--- src/rtl/rif_reg_pkg.sv ---
// Shared definitions for the rif register bank: register indices, access
// types, reset values and the byte-strobe expansion helper.
package rif_reg_pkg;

    localparam logic [2:0] REG_CTRL     = 3'd0;
    localparam logic [2:0] REG_STATUS   = 3'd1;
    localparam logic [2:0] REG_IRQ_RAW  = 3'd2;
    localparam logic [2:0] REG_IRQ_MASK = 3'd3;
    localparam logic [2:0] REG_IRQ_STAT = 3'd4;
    localparam logic [2:0] REG_SCRATCH  = 3'd5;
    localparam logic [2:0] REG_COUNTER  = 3'd6;
    localparam logic [2:0] REG_ID       = 3'd7;

    typedef enum logic [1:0] {
        RW  = 2'd0,
        RO  = 2'd1,
        W1C = 2'd2
    } access_e;

    localparam access_e REG_ACCESS [8] = '{RW, RO, W1C, RW, RO, RW, RW, RO};

    localparam logic [63:0] REG_RESET [8] = '{default: 64'd0};

    // Widest supported register is 64 bits, so strobes are at most 8 bits.
    function automatic logic [63:0] strb_to_mask(input logic [7:0] strb);
        logic [63:0] mask;
        mask = 64'd0;
        for (int b = 0; b < 8; b++) begin
            mask[b*8 +: 8] = {8{strb[b]}};
        end
        return mask;
    endfunction

endpackage

--- src/rtl/rif_strb_reg.sv ---
// Byte-strobed register with a parameterised reset value.
module rif_strb_reg
    import rif_reg_pkg::*;
#(
    parameter int                    DATA_WIDTH  = 32,
    parameter int                    BYTE_COUNT  = DATA_WIDTH / 8,
    parameter logic [DATA_WIDTH-1:0] RESET_VALUE = {DATA_WIDTH{1'b0}}
) (
    input  logic                  HCLK,
    input  logic                  HRESETn,
    input  logic                  wr_en,
    input  logic [BYTE_COUNT-1:0] wstrb,
    input  logic [DATA_WIDTH-1:0] wdata,
    output logic [DATA_WIDTH-1:0] q
);

    logic [DATA_WIDTH-1:0] mask_s;
    logic [DATA_WIDTH-1:0] q_r;

    assign mask_s = DATA_WIDTH'(strb_to_mask(8'(wstrb)));
    assign q      = q_r;

    // Merge strobed bytes of wdata into the held value.
    always_ff @(posedge HCLK or negedge HRESETn) begin
        if (!HRESETn) begin
            q_r <= RESET_VALUE;
        end else if (wr_en) begin
            q_r <= (q_r & ~mask_s) | (wdata & mask_s);
        end else begin
            q_r <= q_r;
        end
    end

endmodule

--- src/rtl/rif_reg_bank.sv ---
// Eight-register bank behind the AHB-Lite adapter: combinational decode and
// read data, byte-strobed writes, W1C interrupt latch and a registered irq.
module rif_reg_bank
    import rif_reg_pkg::*;
#(
    parameter int          ADDR_WIDTH = 12,
    parameter int          DATA_WIDTH = 32,
    parameter int          BYTE_COUNT = DATA_WIDTH / 8,
    parameter logic [31:0] ID_VALUE   = 32'h0000_A001
) (
    input  logic                  HCLK,
    input  logic                  HRESETn,
    input  logic [ADDR_WIDTH-1:0] rif_addr,
    input  logic                  rif_wr_req,
    input  logic                  rif_rd_req,
    input  logic [BYTE_COUNT-1:0] rif_wstrb,
    input  logic [DATA_WIDTH-1:0] rif_wdata,
    output logic                  rif_wvalid,
    output logic                  rif_rvalid,
    output logic [DATA_WIDTH-1:0] rif_rdata,
    input  logic [DATA_WIDTH-1:0] hw_status,
    input  logic [DATA_WIDTH-1:0] hw_event,
    input  logic                  hw_tick,
    output logic [DATA_WIDTH-1:0] ctrl_o,
    output logic                  irq
);

    localparam int                    LSB_W = $clog2(BYTE_COUNT);
    localparam logic [DATA_WIDTH-1:0] ID_S  = DATA_WIDTH'(ID_VALUE);
    localparam logic [DATA_WIDTH-1:0] ONE_S = {{(DATA_WIDTH-1){1'b0}}, 1'b1};

    logic                  aligned_s;
    logic                  in_range_s;
    logic [2:0]            reg_idx_s;
    logic                  wvalid_s;
    logic                  rvalid_s;
    logic [DATA_WIDTH-1:0] rdata_s;
    logic [DATA_WIDTH-1:0] strb_mask_s;
    logic [DATA_WIDTH-1:0] ctrl_s;
    logic [DATA_WIDTH-1:0] mask_s;
    logic [DATA_WIDTH-1:0] scratch_s;
    logic [DATA_WIDTH-1:0] raw_next_s;
    logic [DATA_WIDTH-1:0] cnt_next_s;
    logic [DATA_WIDTH-1:0] raw_r;
    logic [DATA_WIDTH-1:0] cnt_r;
    logic                  irq_r;

    generate
        if (LSB_W == 0) begin : g_byte_regs
            assign aligned_s = 1'b1;
        end else begin : g_wide_regs
            assign aligned_s = (rif_addr[LSB_W-1:0] == {LSB_W{1'b0}});
        end
    endgenerate

    assign in_range_s  = (rif_addr[ADDR_WIDTH-1:LSB_W+3] == {(ADDR_WIDTH-LSB_W-3){1'b0}});
    assign reg_idx_s   = rif_addr[LSB_W+2:LSB_W];
    assign rvalid_s    = rif_rd_req && in_range_s && aligned_s;
    assign wvalid_s    = rif_wr_req && in_range_s && aligned_s && (REG_ACCESS[reg_idx_s] != RO);
    assign strb_mask_s = DATA_WIDTH'(strb_to_mask(8'(rif_wstrb)));

    rif_strb_reg #(.DATA_WIDTH(DATA_WIDTH), .BYTE_COUNT(BYTE_COUNT),
                   .RESET_VALUE(DATA_WIDTH'(REG_RESET[REG_CTRL]))) u_ctrl (
        .HCLK(HCLK), .HRESETn(HRESETn), .wr_en(wvalid_s && (reg_idx_s == REG_CTRL)),
        .wstrb(rif_wstrb), .wdata(rif_wdata), .q(ctrl_s));

    rif_strb_reg #(.DATA_WIDTH(DATA_WIDTH), .BYTE_COUNT(BYTE_COUNT),
                   .RESET_VALUE(DATA_WIDTH'(REG_RESET[REG_IRQ_MASK]))) u_irq_mask (
        .HCLK(HCLK), .HRESETn(HRESETn), .wr_en(wvalid_s && (reg_idx_s == REG_IRQ_MASK)),
        .wstrb(rif_wstrb), .wdata(rif_wdata), .q(mask_s));

    rif_strb_reg #(.DATA_WIDTH(DATA_WIDTH), .BYTE_COUNT(BYTE_COUNT),
                   .RESET_VALUE(DATA_WIDTH'(REG_RESET[REG_SCRATCH]))) u_scratch (
        .HCLK(HCLK), .HRESETn(HRESETn), .wr_en(wvalid_s && (reg_idx_s == REG_SCRATCH)),
        .wstrb(rif_wstrb), .wdata(rif_wdata), .q(scratch_s));

    // Next-state for IRQ_RAW (events beat clears) and COUNTER (writes beat ticks).
    always_comb begin
        raw_next_s = raw_r | hw_event;
        cnt_next_s = cnt_r;
        if (wvalid_s && (reg_idx_s == REG_IRQ_RAW)) begin
            raw_next_s = (raw_r & ~(rif_wdata & strb_mask_s)) | hw_event;
        end else begin
            raw_next_s = raw_r | hw_event;
        end
        if (wvalid_s && (reg_idx_s == REG_COUNTER)) begin
            cnt_next_s = (cnt_r & ~strb_mask_s) | (rif_wdata & strb_mask_s);
        end else if (hw_tick) begin
            cnt_next_s = cnt_r + ONE_S;
        end else begin
            cnt_next_s = cnt_r;
        end
    end

    // State held at top level: interrupt latch, counter, irq output.
    always_ff @(posedge HCLK or negedge HRESETn) begin
        if (!HRESETn) begin
            raw_r <= DATA_WIDTH'(REG_RESET[REG_IRQ_RAW]);
            cnt_r <= DATA_WIDTH'(REG_RESET[REG_COUNTER]);
            irq_r <= 1'b0;
        end else begin
            raw_r <= raw_next_s;
            cnt_r <= cnt_next_s;
            irq_r <= |(raw_r & mask_s);
        end
    end

    // Read mux; returns pre-write values, zero when the read is not accepted.
    always_comb begin
        rdata_s = {DATA_WIDTH{1'b0}};
        if (rvalid_s) begin
            case (reg_idx_s)
                REG_CTRL:     rdata_s = ctrl_s;
                REG_STATUS:   rdata_s = hw_status;
                REG_IRQ_RAW:  rdata_s = raw_r;
                REG_IRQ_MASK: rdata_s = mask_s;
                REG_IRQ_STAT: rdata_s = raw_r & mask_s;
                REG_SCRATCH:  rdata_s = scratch_s;
                REG_COUNTER:  rdata_s = cnt_r;
                REG_ID:       rdata_s = ID_S;
                default:      rdata_s = {DATA_WIDTH{1'b0}};
            endcase
        end else begin
            rdata_s = {DATA_WIDTH{1'b0}};
        end
    end

    assign rif_wvalid = wvalid_s;
    assign rif_rvalid = rvalid_s;
    assign rif_rdata  = rdata_s;
    assign ctrl_o     = ctrl_s;
    assign irq        = irq_r;

endmodule

--- config.mk ---
export PLATFORM = sky130hd
export DESIGN_NAME = rif_reg_bank
export DESIGN_NICKNAME = d
export VERILOG_FILES = /design/src/rtl/rif_reg_pkg.sv /design/src/rtl/rif_strb_reg.sv /design/src/rtl/rif_reg_bank.sv
export SDC_FILE = /design/constraint.sdc
export NUM_CORES = 1
export LEC_CHECK = 0
export ABC_AREA = 1
export CORE_UTILIZATION = 45
export DETAILED_ROUTE_END_ITERATION = 8
export GPL_ROUTABILITY_DRIVEN = 0
export PLACE_DENSITY = 0.72
export RECOVER_POWER = 100
export SYNTH_ARGS = -nofsm -noshare
export SYNTH_HDL_FRONTEND = slang
export SYNTH_SLANG_ARGS = --single-unit
--- constraint.sdc ---
create_clock -name HCLK -period 3.87 [get_ports HCLK]
set_input_delay 0.774 -clock HCLK [delete_from_list [all_inputs] [get_ports HCLK]]
set_output_delay 0.774 -clock HCLK [all_outputs]
set_load 0.02 [all_outputs]
Word level (Yosys, flattened, before mapping)

Memories as Yosys holds them, arrays and structs flattened.
Cells that the tools add are included.

Latch bits: 0
Memories: 1
Output and inout port bits: 67
Register bits: 161
Bits in read-only memories: 16
Logic and storage cells: 55
Bits in writable memories: 0

Equal/unequal tests: 8
Multiply operators: 0
Shift operators: 0
Muxes and demuxes: 7
Bitwise operators: 16
Add/sub/neg operators: 1
Order comparisons: 1
Reductions and logical operators: 15
Div/mod/pow operators: 0

Memories:

| memory           | words | bits a word | rd ports | clocked after Yosys merged registers in | wr ports | RTL line           | RTL |
|---|---|---|---|---|---|---|---|
| (name not given) | 8     | 2           | 1        | 0                                       | 0        | rif_reg_bank.sv:59 | `assign wvalid_s = rif_wr_req && in_range_s && aligned_s && (REG_ACCESS[reg_idx_s] != RO);` |

Operator list:

| operator              | count |
|---|---|
| $pmux 32 s8           | 1 |
| $and 32x32->32        | 7 |
| $or 32x32->32         | 6 |
| $mux 32               | 4 |
| $not 32->32           | 2 |
| $add 32x1->32 const B | 1 |
| $reduce_or 32->1      | 1 |
| $eq 3x3->1 const B    | 4 |
| $logic_and 1x1->1     | 10 |
| $logic_not 7->1       | 1 |
| $eq 3x2->1 const B    | 2 |
| $ge 4x4->1 const B    | 1 |
| $mux 2                | 2 |
| $not 3->4             | 1 |
| $eq 3x1->1 const B    | 1 |
| $logic_not 3->1       | 1 |
| $logic_not 2->1       | 1 |
| $ne 2x1->1 const B    | 1 |
| $reduce_bool 2->1     | 1 |

Logic depth before layout (Yosys ltp)

Word-level depth: 8
Gate-level depth with buffers: 12

Cells and area by module

From an unflattened synthesis, not the netlist that was laid out.

Cells, all modules: 1469
Area total of the unflattened synthesis: 10209.8 µm²

Modules (own cells, without submodules):

| module       | cells an instance | sequential area each (µm²) | instances | area each (µm²) |
|---|---|---|---|---|
| rif_reg_bank | 1049              | 1626.6                     | 1         | 6122.1 |
| rif_strb_reg | 140               | 800.8                      | 3         | 1362.6 |

Worst setup path after synthesis

OpenSTA, ideal clock, no wires.

Path type: in2out
From: input rif_addr[3]
To: output rif_rdata[16]
Cell stages on the path: 8
Data arrival time: 2.178 ns
Path slack: 0.918 ns
Data required time: 3.096 ns
Cell sequence: inv_1 ha_1 clkbuf_1 clkbuf_1 nand3_1 o21ai_0 nor3_1 a41oi_1

Cells in the longest elaborated chain, start to end: 3
Elaborated cells on any way between the ends: 10

RTL lines:

| what                               | RTL line            | RTL |
|---|---|---|
| from (decl)                        | rif_reg_bank.sv:13  | `input logic [ADDR_WIDTH-1:0] rif_addr,` |
| $eq 3x3->1 (tied with other cells) | rif_reg_bank.sv:112 | `case (reg_idx_s)` |
| $pmux 32 s8 (*)                    | rif_reg_bank.sv:112 |  |
| $mux 32 (*)                        | rif_reg_bank.sv:111 | `if (rvalid_s) begin` |
| to (decl)                          | rif_reg_bank.sv:20  | `output logic [DATA_WIDTH-1:0] rif_rdata,` |

Every way passes the cells marked *; elsewhere a longest branch is shown, timed or not.

Final worst setup path

From: input rif_addr[3]
To: output rif_wvalid

Cells in the longest elaborated chain, start to end: 6

RTL lines:

| what                                       | RTL line           | RTL |
|---|---|---|
| $not 3->4 (implied by the code)            | rif_reg_bank.sv:59 |  |
| $mem_v2 8x2                                | -                  |  |
| $mux 2 (implied by the code) (2 in series) | rif_reg_bank.sv:59 |  |
| $ne 2x1->1                                 | rif_reg_bank.sv:59 |  |
| $logic_and 1x1->1                          | rif_reg_bank.sv:59 |  |
| to (decl)                                  | rif_reg_bank.sv:18 | `output logic rif_wvalid,` |

No other way between the ends. The select of a mux whose other input is x is not followed.

==> run metrics <==
worst slew pin tran=2.36 ns; Tmin final=3.77 ns; Ports=184; Die Y=149 µm; Seq/Total Area, Yosys=41.5%; TritonRoute pass-1 iters=7; Pwr Density=339 mW/mm²; worst skew pair latency=0.44 ns; syn avg cell area=6.99 µm²; Synth Net Count=roughly 1.5k; ys flop type=dfrtp_1; Internal=3020 µW; initial antenna violation count=1; critical path type=primary input to primary output; WL/cell=18.8 µm; layout net count=1702; cells along the critical path=clkdlybuf4s50_1 > inv_1 > ha_2 > buf_12 > inv_1 > nand2_1 > nand3_1 > nand3_1 > inv_1 > clkdlybuf4s50_1; area grow syn2layout=29.0%; clock share of power=42.5%; Switching Fraction=between 20% and 30%; fillers=2002; synthesis-stage register bit count=161; final wirelength=35.1 mm; total die area=roughly 0.022 mm²; Most Frequent Cell on Critical Path=inv_1; vias in the first global route=9948; DR vias=10.5k; Slowest cell on crit path=clkdlybuf4s50_1; slack of the critical path=between 0.1 and 0.15 ns; sequential share of power=42.6%; Fmax=roughly 270 MHz; Total GRT Usage=32.7%; Slew HR=-57.6%; CTS root buf=clkbuf_16; CTS Buffer Depth=2; final-report hold violation count=0; Placement Rows=53; Slowest Stage Delay on Critical Path=0.62 ns; CTS clk-pin slew, worst paths=0.07 ns; pin count of the biggest net entering global routing=93; via/cell ratio=5.63; Leak=0.00594 µW; RSZ-0062 raised after global routing=false; DRC=0; Worst Path Required=a little over 3 ns; most common cell after layout, fill and taps aside=nand2_1; Largest delay share family, worst path=buffers and inverters; Final Max Slew Viols=126; final instance area=0.0125 mm²; hold_buf cts=0; # setup viols final=0; DRT antenna net count=0; Worst Clk Skew=approximately 0.012 ns; dpl hpwl=26.0 mm; CP arrival=2.99 ns; Max-Cap Viols=2; Antenna diodes=0; worst reg-to-reg setup slack=1.81 ns; violated checks=capacitance limit, slew limit; Buf+Inv Stages, Crit Path=6; CTS Sinks=161; worst hold path class=register to register; PortBufs=183; Tcrit/Tclk final=97.3%; H-tree depth=4; Initial Util=a little under half; final core occ=about 59%; clock buffer count from CTS=17; Comb pwr share=14.9%; synth unique cells=34; Async S/R FF share, synth=100%; most frequent cells in the layout=455 x nand2_1, 183 x o21ai_0, 161 x dfrtp_1; Post-DP Area=0.0121 mm²; Cell Area, Synth=0.00970 mm²; P_sw=1220 µW; die span in x=149 µm; DR iter-0 viols=roughly 1.3k; CP Launch Type=primary input; Core ar.=0.0211 mm²; Worst setup EP type=primary output; Post-synth EDFFs=0; Max VDD drop=288 µV; CTS tree=done; Post-CTS Setup Inserts=0; Placement Setup Slack=-0.109 ns; share of cells above drive strength 1=around 5.8%; CP max FO=13; status=finished, violations left; yosys synthesis warning count=0; Syn Inst Count=1389; post-CTS resize count=3; gr ovfl total=0; first-pass GRT wire length=around 55 mm
-- power by group through the flow --
stage	Sequential, µW	Combinational (µW)	Clock (µW)
global route	1820	690	1880
finish	1810	632	1810
global placement	1830	619	0
floorplan	1820	295	0
detailed placement	1830	628	0
CTS	1800	631	1820
-- logic make-up (layout without fill, tap and decap cells) --
group	count (synthesis)	after routing	synth area share [%]
compound gates	249	249	15.6
xor+xnor	8	8	0.722
fa+ha+maj	5	5	0.645
buf+inv	216	420	9.07
flops	161	161	41.5
simple gates	750	750	32.5
-- per-stage QoR --
stage	power, µW	setup TNS, ns	hold slack (ns)	instances
after floorplan	2110	0	0.456	1389
after global placement	2450	-0.160	0.466	1836
after detailed placement	2460	-0.214	0.469	1836
after CTS	4250	0	0.455	1868
after global routing	4390	0	0.502	1868
final	4250	0	0.492	1868
-- tightest hold or removal path, stage by stage, from the launching register on --
cell and delay (ns):
dfrtp_1 0.35, nand2_1 0.05, o21ai_0 0.06
-- layer usage --
metal | part of all wire [%] | wire [µm] | GRT usage (%) | vias to the layer above
met4 | 3.1 | 1100 | 12.0 | 0
met5 | 0 | 0 | 0 | -
li1 | - | - | - | 4902
met1 | 42 | 14800 | 45.9 | 4882
met2 | 43 | 15200 | 47.9 | 644
met3 | 12 | 4060 | 9.17 | 85
-- cells in the mapped netlist, drive strengths merged, types with 5 or more instances --
| cell type | count | area share, % |
|---|---|---|
| nand2 | 457 | 18 |
| o21ai | 193 | 11 |
| dfrtp | 161 | 42 |
| inv | 154 | 6.0 |
| nand3 | 133 | 7.1 |
| nor2 | 126 | 5.2 |
| clkbuf | 41 | 1.6 |
| buf | 21 | 1.5 |
| a41oi | 19 | 1.7 |
| nor3 | 17 | 0.99 |
| nand4 | 13 | 0.99 |
| o2111ai | 11 | 0.99 |
| o211ai | 8 | 0.62 |
| o22ai | 8 | 0.52 |
| xor2 | 8 | 0.72 |
| a21oi | 7 | 0.36 |
| ha | 5 | 0.64 |
-- final cells by class --
cell class	count	area, µm²	share of cell area [%]
tap	275	344	2.75
clock inverter	14	190	1.52
inverter	154	578	4.62
sequential	161	4030	32.2
timing repair buffer	234	2320	18.5
multi-input combinational	1012	4630	37.0
clock buffer	18	429	3.43
-- final timing paths --
path | from | to | cells past startpoint
worst min register to register | register | register | 2
max in group asynchronous | HRESETn | asynchronous set/reset pin | 2
min in group asynchronous | HRESETn | asynchronous set/reset pin | 1
worst max-delay path | rif_addr[3] | rif_wvalid | 10
worst min-delay path | register | register | 2
worst max register to register | register | register | 10
Note: power is estimated with default switching activity, not from simulation.
